## config.mk

```make
export PLATFORM = sky130hd
export DESIGN_NAME = alu_sequencer
export DESIGN_NICKNAME = d
export VERILOG_FILES = /design/src/rtl/alu_sequencer.sv
export SDC_FILE = /design/constraint.sdc
export NUM_CORES = 1
export LEC_CHECK = 0
export CAP_MARGIN = 10
export CORE_MARGIN = 8
export CORE_UTILIZATION = 60
export CTS_CLUSTER_DIAMETER = 150
export DETAILED_ROUTE_END_ITERATION = 16
export PLACE_DENSITY = 0.79
export SYNTH_ARGS = -nofsm -noshare
export SYNTH_HDL_FRONTEND = slang
export SYNTH_SLANG_ARGS = --single-unit
```

## constraint.sdc

```tcl
create_clock -name clk -period 69.3 [get_ports clk]
set_clock_uncertainty 0.2 [all_clocks]
set_input_delay 10.395 -clock clk [delete_from_list [all_inputs] [get_ports clk]]
set_output_delay 10.395 -clock clk [all_outputs]
set_load 0.05 [all_outputs]
```

## src/rtl/alu_sequencer.sv

```systemverilog
// rtl/alu_sequencer.sv - multi-cycle ALU request sequencer with valid/ready handshakes
module alu_sequencer #(
    parameter int WIDTH      = 16,
    parameter int MUL_CYCLES = 4,
    parameter int DIV_CYCLES = 16
) (
    input  logic             clk,
    input  logic             rst_n,
    input  logic             in_valid,
    output logic             in_ready,
    input  logic [3:0]       in_opcode,
    input  logic [WIDTH-1:0] in_a,
    input  logic [WIDTH-1:0] in_b,
    output logic             out_valid,
    input  logic             out_ready,
    output logic [WIDTH-1:0] out_result,
    output logic             out_err,
    output logic [13:0]      ctrl_onehot,
    output logic             busy
);

    localparam int MAXC = (MUL_CYCLES > DIV_CYCLES) ? MUL_CYCLES : DIV_CYCLES;
    localparam int CW   = $clog2(MAXC + 1);

    localparam logic [WIDTH-1:0] W_MOD = WIDTH'(WIDTH);

    localparam logic [3:0] OP_ADD  = 4'd0;
    localparam logic [3:0] OP_SUB  = 4'd1;
    localparam logic [3:0] OP_MUL  = 4'd2;
    localparam logic [3:0] OP_DIV  = 4'd3;
    localparam logic [3:0] OP_AND  = 4'd4;
    localparam logic [3:0] OP_OR   = 4'd5;
    localparam logic [3:0] OP_NOT  = 4'd6;
    localparam logic [3:0] OP_XOR  = 4'd7;
    localparam logic [3:0] OP_NAND = 4'd8;
    localparam logic [3:0] OP_NOR  = 4'd9;
    localparam logic [3:0] OP_XNOR = 4'd10;
    localparam logic [3:0] OP_SHL  = 4'd11;
    localparam logic [3:0] OP_SHR  = 4'd12;

    typedef enum logic [1:0] {
        IDLE = 2'd0,
        EXEC = 2'd1,
        DONE = 2'd2
    } state_t;

    state_t state;
    state_t state_nxt;

    logic [CW-1:0]    cnt;
    logic [3:0]       op_q;
    logic [WIDTH-1:0] a_q;
    logic [WIDTH-1:0] b_q;
    logic [WIDTH-1:0] res_q;
    logic             err_q;
    logic [13:0]      onehot_q;

    logic             multi;
    logic [CW-1:0]    load_cnt;
    logic [13:0]      dec_onehot;

    logic [3:0]       ev_op;
    logic [WIDTH-1:0] ev_a;
    logic [WIDTH-1:0] ev_b;
    logic [WIDTH-1:0] ev_res;
    logic             ev_err;
    logic [WIDTH-1:0] sh;

    assign in_ready    = (state == IDLE);
    assign out_valid   = (state == DONE);
    assign busy        = (state != IDLE);
    assign out_result  = res_q;
    assign out_err     = err_q;
    assign ctrl_onehot = onehot_q;

    // Latency class of the incoming opcode: multi-cycle ops park in EXEC with a preloaded down-counter
    always_comb begin
        multi    = 1'b0;
        load_cnt = '0;
        if (in_opcode == OP_MUL && MUL_CYCLES > 1) begin
            multi    = 1'b1;
            load_cnt = CW'(MUL_CYCLES - 1);
        end else if (in_opcode == OP_DIV && DIV_CYCLES > 1) begin
            multi    = 1'b1;
            load_cnt = CW'(DIV_CYCLES - 1);
        end
        dec_onehot = (in_opcode <= OP_SHR) ? (14'd1 << in_opcode) : 14'd0;
    end

    // Single shared datapath: fed from the ports when finishing at acceptance, else from captured operands
    always_comb begin
        ev_op  = (state == IDLE) ? in_opcode : op_q;
        ev_a   = (state == IDLE) ? in_a : a_q;
        ev_b   = (state == IDLE) ? in_b : b_q;
        ev_res = '0;
        ev_err = 1'b0;
        sh     = ev_b % W_MOD;
        case (ev_op)
            OP_ADD:  ev_res = ev_a + ev_b;
            OP_SUB:  ev_res = ev_a - ev_b;
            OP_MUL:  ev_res = ev_a * ev_b;
            OP_DIV: begin
                if (ev_b == '0) begin
                    ev_res = '1;
                    ev_err = 1'b1;
                end else begin
                    ev_res = ev_a / ev_b;
                end
            end
            OP_AND:  ev_res = ev_a & ev_b;
            OP_OR:   ev_res = ev_a | ev_b;
            OP_NOT:  ev_res = ~ev_a;
            OP_XOR:  ev_res = ev_a ^ ev_b;
            OP_NAND: ev_res = ~(ev_a & ev_b);
            OP_NOR:  ev_res = ~(ev_a | ev_b);
            OP_XNOR: ev_res = ~(ev_a ^ ev_b);
            OP_SHL:  ev_res = ev_a << sh;
            OP_SHR:  ev_res = ev_a >> sh;
            default: ev_err = 1'b1;
        endcase
    end

    // State register
    always_ff @(posedge clk or negedge rst_n) begin
        if (!rst_n) begin
            state <= IDLE;
        end else begin
            state <= state_nxt;
        end
    end

    // Next-state: accept in IDLE, count down in EXEC, wait for consumer in DONE
    always_comb begin
        state_nxt = state;
        case (state)
            IDLE: if (in_valid) state_nxt = multi ? EXEC : DONE;
            EXEC: if (cnt == CW'(1)) state_nxt = DONE;
            DONE: if (out_ready) state_nxt = IDLE;
            default: state_nxt = IDLE;
        endcase
    end

    // Operand capture, latency counter and result registers
    always_ff @(posedge clk or negedge rst_n) begin
        if (!rst_n) begin
            cnt      <= '0;
            op_q     <= '0;
            a_q      <= '0;
            b_q      <= '0;
            res_q    <= '0;
            err_q    <= 1'b0;
            onehot_q <= '0;
        end else begin
            case (state)
                IDLE: begin
                    if (in_valid) begin
                        op_q     <= in_opcode;
                        a_q      <= in_a;
                        b_q      <= in_b;
                        onehot_q <= dec_onehot;
                        if (multi) begin
                            cnt <= load_cnt;
                        end else begin
                            res_q <= ev_res;
                            err_q <= ev_err;
                        end
                    end
                end
                EXEC: begin
                    if (cnt == CW'(1)) begin
                        res_q <= ev_res;
                        err_q <= ev_err;
                        cnt   <= '0;
                    end else begin
                        cnt <= cnt - CW'(1);
                    end
                end
                DONE: begin
                    if (out_ready) onehot_q <= '0;
                end
                default: ;
            endcase
        end
    end

endmodule

```

== Word-level counts from Yosys, hierarchy flattened ==
Index checks and enable logic that the tools add are counted.

* Add/sub/neg operators: 3
* Multiply operators: 1
* Div/mod/pow operators: 1
* Magnitude comparators: 1
* Equal/unequal tests: 22
* Shifts and indexed selects: 3
* Multiplexer cells: 32
* Bitwise operators: 7
* Reduce and logical (&&, ||, !) cells: 12

{| class="wikitable"
|+ Operators by type and width
! kind !! count
|-
| case mux 16 bit (13 select lines) || 1
|-
| two-way mux 16 bit || 6
|-
| NOT 16 bit || 4
|-
| two-way mux 14 bit || 3
|-
| case mux 16 bit (2 select lines) || 1
|-
| case mux 14 bit (2 select lines) || 1
|-
| == test 4 bit, second input constant || 5
|-
| two-way mux 5 bit || 4
|-
| adder 16 bit || 1
|-
| bitwise AND 16 bit || 1
|-
| divider 16 x 16 -> 16 bit || 1
|-
| == test 4 x 2 -> 1 bit, second input constant || 4
|-
| == test 4 x 3 -> 1 bit, second input constant || 4
|-
| logical NOT 16 bit || 1
|-
| multiplier 16 x 16 -> 16 bit || 1
|-
| OR 16 bit || 1
|-
| << shifter 16 x 4 -> 16 bit || 1
|-
| >> shifter 16 x 4 -> 16 bit || 1
|-
| subtractor 16 bit || 1
|-
| bitwise XOR 16 bit || 1
|-
| << shifter 1 x 4 -> 14 bit, first input constant || 1
|-
| OR reduction 12 bit || 1
|-
| case mux 5 bit (2 select lines) || 1
|-
| AND reduction 3 bit || 3
|-
| 18 further kinds || 33
|}

* Register bits: 74
* Input port bits: 40
* Output and inout bits: 34
* Logic and storage cells: 90

== Depth between registers and ports, before layout ==
* Word-level depth: 8
* Mapped depth: 143
* Mapped depth without buffers: 130

== Worst setup path before layout ==
OpenSTA, ideal clock, no wires.

* Path type: in2reg
* Start point: input in_b[0]
* End point: register res_q[0], in the netlist out_result[0]
* Setup time: 0.079 ns
* Arrival: 38.087 ns
* Required time: 69.021 ns
* Setup slack: 30.934 ns
* Stages on the path: 124
* Buffers on the path: 14
* Path through: mux2_2 > buf_1 > clkbuf_1 > buf_1 > ha_1 > o41a_1 > ha_1 > or3_1 > nand4_1 > nor2_1 > a21oi_1 > inv_1 > ha_1 > o211ai_1 > a221o_1 > or3_1 > clkbuf_1 > mux2i_1 > (+88 left out) > a31o_2 > a221o_1 > o221a_2 > o31ai_1 > a21boi_0 > o21ai_1 > mux2_2 > ha_1 > a21boi_0 > o21a_1 > o21ai_0 > nand2b_1 > a21oi_1 > nor2b_1 > o211ai_1 > a211o_1 > a31oi_1 > a2bb2oi_1

* Cells in the longest elaborated chain, start to end: 7

{| class="wikitable"
|+ Ends and longest elaborated chain
! item !! RTL line !! RTL
|-
| start, declared || 13 || <nowiki>input logic [WIDTH-1:0] in_b,</nowiki>
|-
| two-way mux 16 bit * || 94 || <nowiki>ev_b = (state == IDLE) ? in_b : b_q;</nowiki>
|-
| divider 16 x 16 -> 16 bit, or another cell as far along || 107 || <nowiki>ev_res = ev_a / ev_b;</nowiki>
|-
| two-way mux 16 bit, or another cell as far along || 103 || <nowiki>if (ev_b == '0) begin</nowiki>
|-
| case mux 16 bit (13 select lines) * || 98 || <nowiki>case (ev_op)</nowiki>
|-
| two-way mux 16 bit || 161 || <nowiki>if (multi) begin</nowiki>
|-
| two-way mux 16 bit || 156 || <nowiki>if (in_valid) begin</nowiki>
|-
| case mux 16 bit (2 select lines) * || 154 || <nowiki>case (state)</nowiki>
|-
| end signal, assigned || 164 || <nowiki>res_q <= ev_res;</nowiki>
|-
| end signal, assigned || 171 || <nowiki>res_q <= ev_res;</nowiki>
|-
| end, declared || 54 || <nowiki>logic [WIDTH-1:0] res_q;</nowiki>
|}

Mark *: on every way between the ends. The rest lies on a longest branch, timed or not. The select of a mux whose other input is x is not followed.
A chain may end at the register's enable or synchronous reset.

== Worst setup path in the final report ==
* Start point: input in_b[7]
* End point: register res_q[0], in the netlist out_result[0]

* Cells in the longest elaborated chain, start to end: 7

{| class="wikitable"
|+ Ends and longest elaborated chain
! item !! RTL line
|-
| two-way mux 16 bit * || 94
|-
| divider 16 x 16 -> 16 bit or logical NOT 16 bit (tied branches) || 107, 103
|-
| two-way mux 16 bit * || 103
|-
| case mux 16 bit (13 select lines) * || 98
|-
| two-way mux 16 bit || 161
|-
| two-way mux 16 bit || 156
|-
| case mux 16 bit (2 select lines) * || 154
|}

Marked as above.

==> summary.md <==
| Metric | Value |
|---|---|
| Delay of the slowest cell on the worst path | `just under 0.8 ns` |
| Maximum number of pins on one net before global-route repair | `75` |
| Final hold vios | `0` |
| Worst hold slack after final layout | `between 0.2 and 0.3 ns` |
| Setup Buffers After CTS | `0` |
| Cell mode on critical path | `ha_1` |
| Max capacitance violation total | `0` |
| Die outline area | `around 36000 um^2` |
| Clock tree root driver cell | `clkbuf_16` |
| Cts bufs inserted | `9` |
| Clock slew seen by the registers of the worst setup and hold paths | `about 0.080 ns` |
| Routed wirelength normalized by instance count | `25.5 um` |
| Critical path arrival | `roughly 43 ns` |
| Count of hold-fix buffers inserted at cts | `0` |
| Post-synthesis xor/xnor area fraction | `under 10%` |
| Number of inserted filler cells in the final layout | `~2.6k` |
| Register bit count reported by yosys | `74` |
| Netlist Area Pre-Place | `18300 um^2` |
| Final TNS setup | `0 ns` |
| Worst setup path class | `in2reg` |
| Number of gates resized after cts | `0` |
| Total Routed Length | `74200 um` |
| Slew Viols, Final | `0` |
| Synth Area in Adders | `approximately a quarter` |
| Average instance area after synthesis | `roughly 7.4 um^2` |
| Number of instances in the synthesized netlist | `approximately 2.5k` |
| Total via count in the routed design | `between 20k and 25k` |
| Drt first pass iters | `8` |
| Tot GR Track Use | `40.2%` |
| Worst slack, placed | `26.54 ns` |
| Standard cell with the maximum stage delay on the critical path | `nor2_1` |
| Antenna violations before repair | `3` |
| Minimum period implied by the final worst setup slack | `42.87 ns` |
| Via count of the first global-routing pass | `~20k` |
| Floorplan row count | `64` |
| Post-route antenna net violation count | `0` |
| Total of warnings raised by yosys | `0` |
| Endpoints failing setup | `0` |
| Element type at the critical path start | `input pin` |
| Initial core utilization | `between 60% and 70%` |
| DIE HEIGHT | `~190 um` |
| Proportion of synthesized chip area in sequential cells | `between 10% and 20%` |
| Worst-case headroom to the max-slew limit | `approximately a quarter` |
| Most instantiated flip-flop cell in the synthesis netlist | `dfrtp_1` |
| 1st-iter DRT viols | `roughly 2.6k` |
| Placeable core region | `30300 um^2` |
| Unrepaired setup endpoints after global routing | `false` |
| Layout-stage area growth over the synthesis result | `8.50%` |
| Total Nets Final | `about 2.9k` |
| Horizontal die dimension | `between 150 and 200 um` |
| Type of destination of the critical path | `register` |
| Distinct cell type count after synthesis | `98` |
| Detailed placement HPWL | `56700 um` |
| Vias per std cell | `~6.9` |
| Post-synthesis async set-or-reset flop share | `100%` |
| Wire length of the first global-routing pass | `approximately 110000 um` |
| Least-Margin Pin Slew | `approximately 1.1 ns` |
| Run status | `complete, no violations` |
| Placer Congestion | `1.07` |
| Port bufs | `73` |
| Number of design rule violations left after detail routing | `0` |
| Clock Sink Count | `74` |
| Maximum clock path buffer count | `2` |
| Fraction of layout cells with a size suffix above 1 | `under 10%` |
| Number of nets in the synthesized netlist | `~2.8k` |
| Share of synthesized cell area in and, or, nand and nor gates | `between 20% and 30%` |
| Type of the worst min-delay path | `reg2reg` |
| Clock tree from TritonCTS | `built` |
| CP required | `a little under 70 ns` |
| Top fanout value on the critical path | `24` |
| Post-synthesis compound-gate area fraction | `23.1%` |
| Footprint of the multi-input gates | `~15000 um^2` |
| Total overflow reported by the global router | `0` |
| Area occupied by registers | `1850 um^2` |
| Count of flip-flops with a built-in enable after synthesis | `0` |
| Post-synthesis mux area share | `under 10%` |
| Post-route clock period utilization | `slightly above 60%` |
| Clk_lat worst skew | `between 0.3 and 0.4 ns` |
| CTS H-Tree Depth | `3` |
| Dominant combinational cell family by area after synthesis | `adder cells` |
| Post-route worst setup slack | `approximately 26 ns` |
| Top Ports | `74` |
| Max Clock Freq | `0.0233 GHz` |
## worst max-delay path: cells and delay by family
kind | cells | cell delay (ns)
AO/OA/AOI/OAI | 50 | 13.96
adder cells (fa/ha/maj) | 15 | 5.09
multiplexers | 7 | 2.44
AND/OR/NAND/NOR | 39 | 9.30
buffers and inverters | 6 | 1.65
## layer usage
layer | part of all wire (%) | global-route usage (%) | vias up | wire length (um)
met1 | 37 | 48.9 | 9401 | 27800
li1 | - | - | 8858 | -
met4 | 7.5 | 26.5 | 4 | 5530
met5 | 0.034 | 0 | - | 25
met3 | 12 | 10.6 | 419 | 9240
met2 | 43 | 61.9 | 1387 | 31700
## cells in the mapped netlist (all sizes together), types with 6 or more instances
cell type	instances	area, um^2
a21o	35	263
xor2	35	307
a31oi	25	156
fa	81	1620
buf	38	193
o221ai	12	105
a21oi	156	788
a22o	9	80.1
nand4	17	106
and2	14	87.6
and3	19	119
nor3	50	255
nand3	42	220
nor2b	17	106
clkbuf	55	206
mux2	43	484
or3	21	131
nor2	249	937
o211ai	43	323
dfrtp	74	1850
mux2i	54	561
o41ai	7	68.8
nand2b	24	150
a211oi	27	203
o21ai	128	641
or4	9	78.8
o21bai	9	67.6
a311oi	6	52.6
o21a	33	248
nor4	22	159
ha	237	2970
a221oi	18	158
or2	18	115
o31ai	20	174
a211o	7	61.3
clkinv	8	30.0
inv	179	674
xnor2	116	1020
a21boi	13	97.6
o31a	7	71.3
nand2	397	1490
o22ai	14	87.6
## cells by family after synthesis
| logic type | after synthesis |
|---|---|
| and+or+nand+nor | 916 |
| AOI/OAI and AO/OA | 630 |
| adders and majority gates | 319 |
| buffers and inverters | 280 |
| xor gates and xnor gates | 151 |
| muxes | 98 |
| DFF | 74 |
## placed cells by master (no fill, tap or decap), types with 14 or more instances in the layout
master,instances
xnor2_1,116
nand2_1,397
o22ai_1,14
nand3_1,40
mux2_2,43
nor2_1,247
fa_1,81
nor3_1,49
ha_1,237
or3_1,21
o21a_1,33
nor4_1,20
o211ai_1,43
nor2b_1,17
or2_2,16
a211oi_1,27
dfrtp_1,74
o31ai_1,17
mux2i_1,44
clkdlybuf4s50_1,72
inv_1,174
and3_1,19
a21o_1,35
and2_1,14
nand4_1,17
xor2_1,35
a221oi_1,18
a21oi_1,152
buf_4,49
nand2b_1,24
a31oi_1,25
o21ai_0,121
## final cells by class
| class | count | area share [%] |
|---|---|---|
| timing repair buffer | 122 | 5.52 |
| multi-input combinational | 2114 | 77.6 |
| clock inverter | 7 | 0.291 |
| antenna | 3 | 0.0379 |
| inverter | 187 | 3.56 |
| clock buffer | 9 | 1.14 |
| sequential | 74 | 9.35 |
| tap | 396 | 2.50 |
## final timing paths
kind                                 start               to  slack (ns)  cells after the start
hold / removal             ctrl_onehot[13]  ctrl_onehot[13]        0.28                      1
setup / recovery                   in_b[7]    out_result[0]       26.43                    117
max in group asynchronous            rst_n    out_result[3]       58.26                      1
min in group asynchronous            rst_n   ctrl_onehot[3]       10.01                      1
setup reg to reg                  state[1]    out_result[0]       35.24                    120
hold reg to reg            ctrl_onehot[13]  ctrl_onehot[13]        0.28                      1
## through the flow
step	instance area, um^2	cells	utilization, %
2_1_floorplan	18300	2468	-
3_3_place_gp	19500	2891	64.4
3_5_place_dp	19500	2891	64.4
4_1_cts	19800	2907	65.4
5_1_grt	19800	2909	65.4
6_report	19800	2912	65.4
## registers in the layout, summed over array words and instances (netlist names)
| name | count |
|---|---|
| cnt | 5 |
| ctrl_onehot | 14 |
| a_q | 16 |
| out_result | 16 |
| out_err | 1 |
| op_q | 4 |
| b_q | 16 |
| state | 2 |
Power is not shown: default switching activity piles up to over one toggle a cycle in this logic, so the estimate is an artifact.
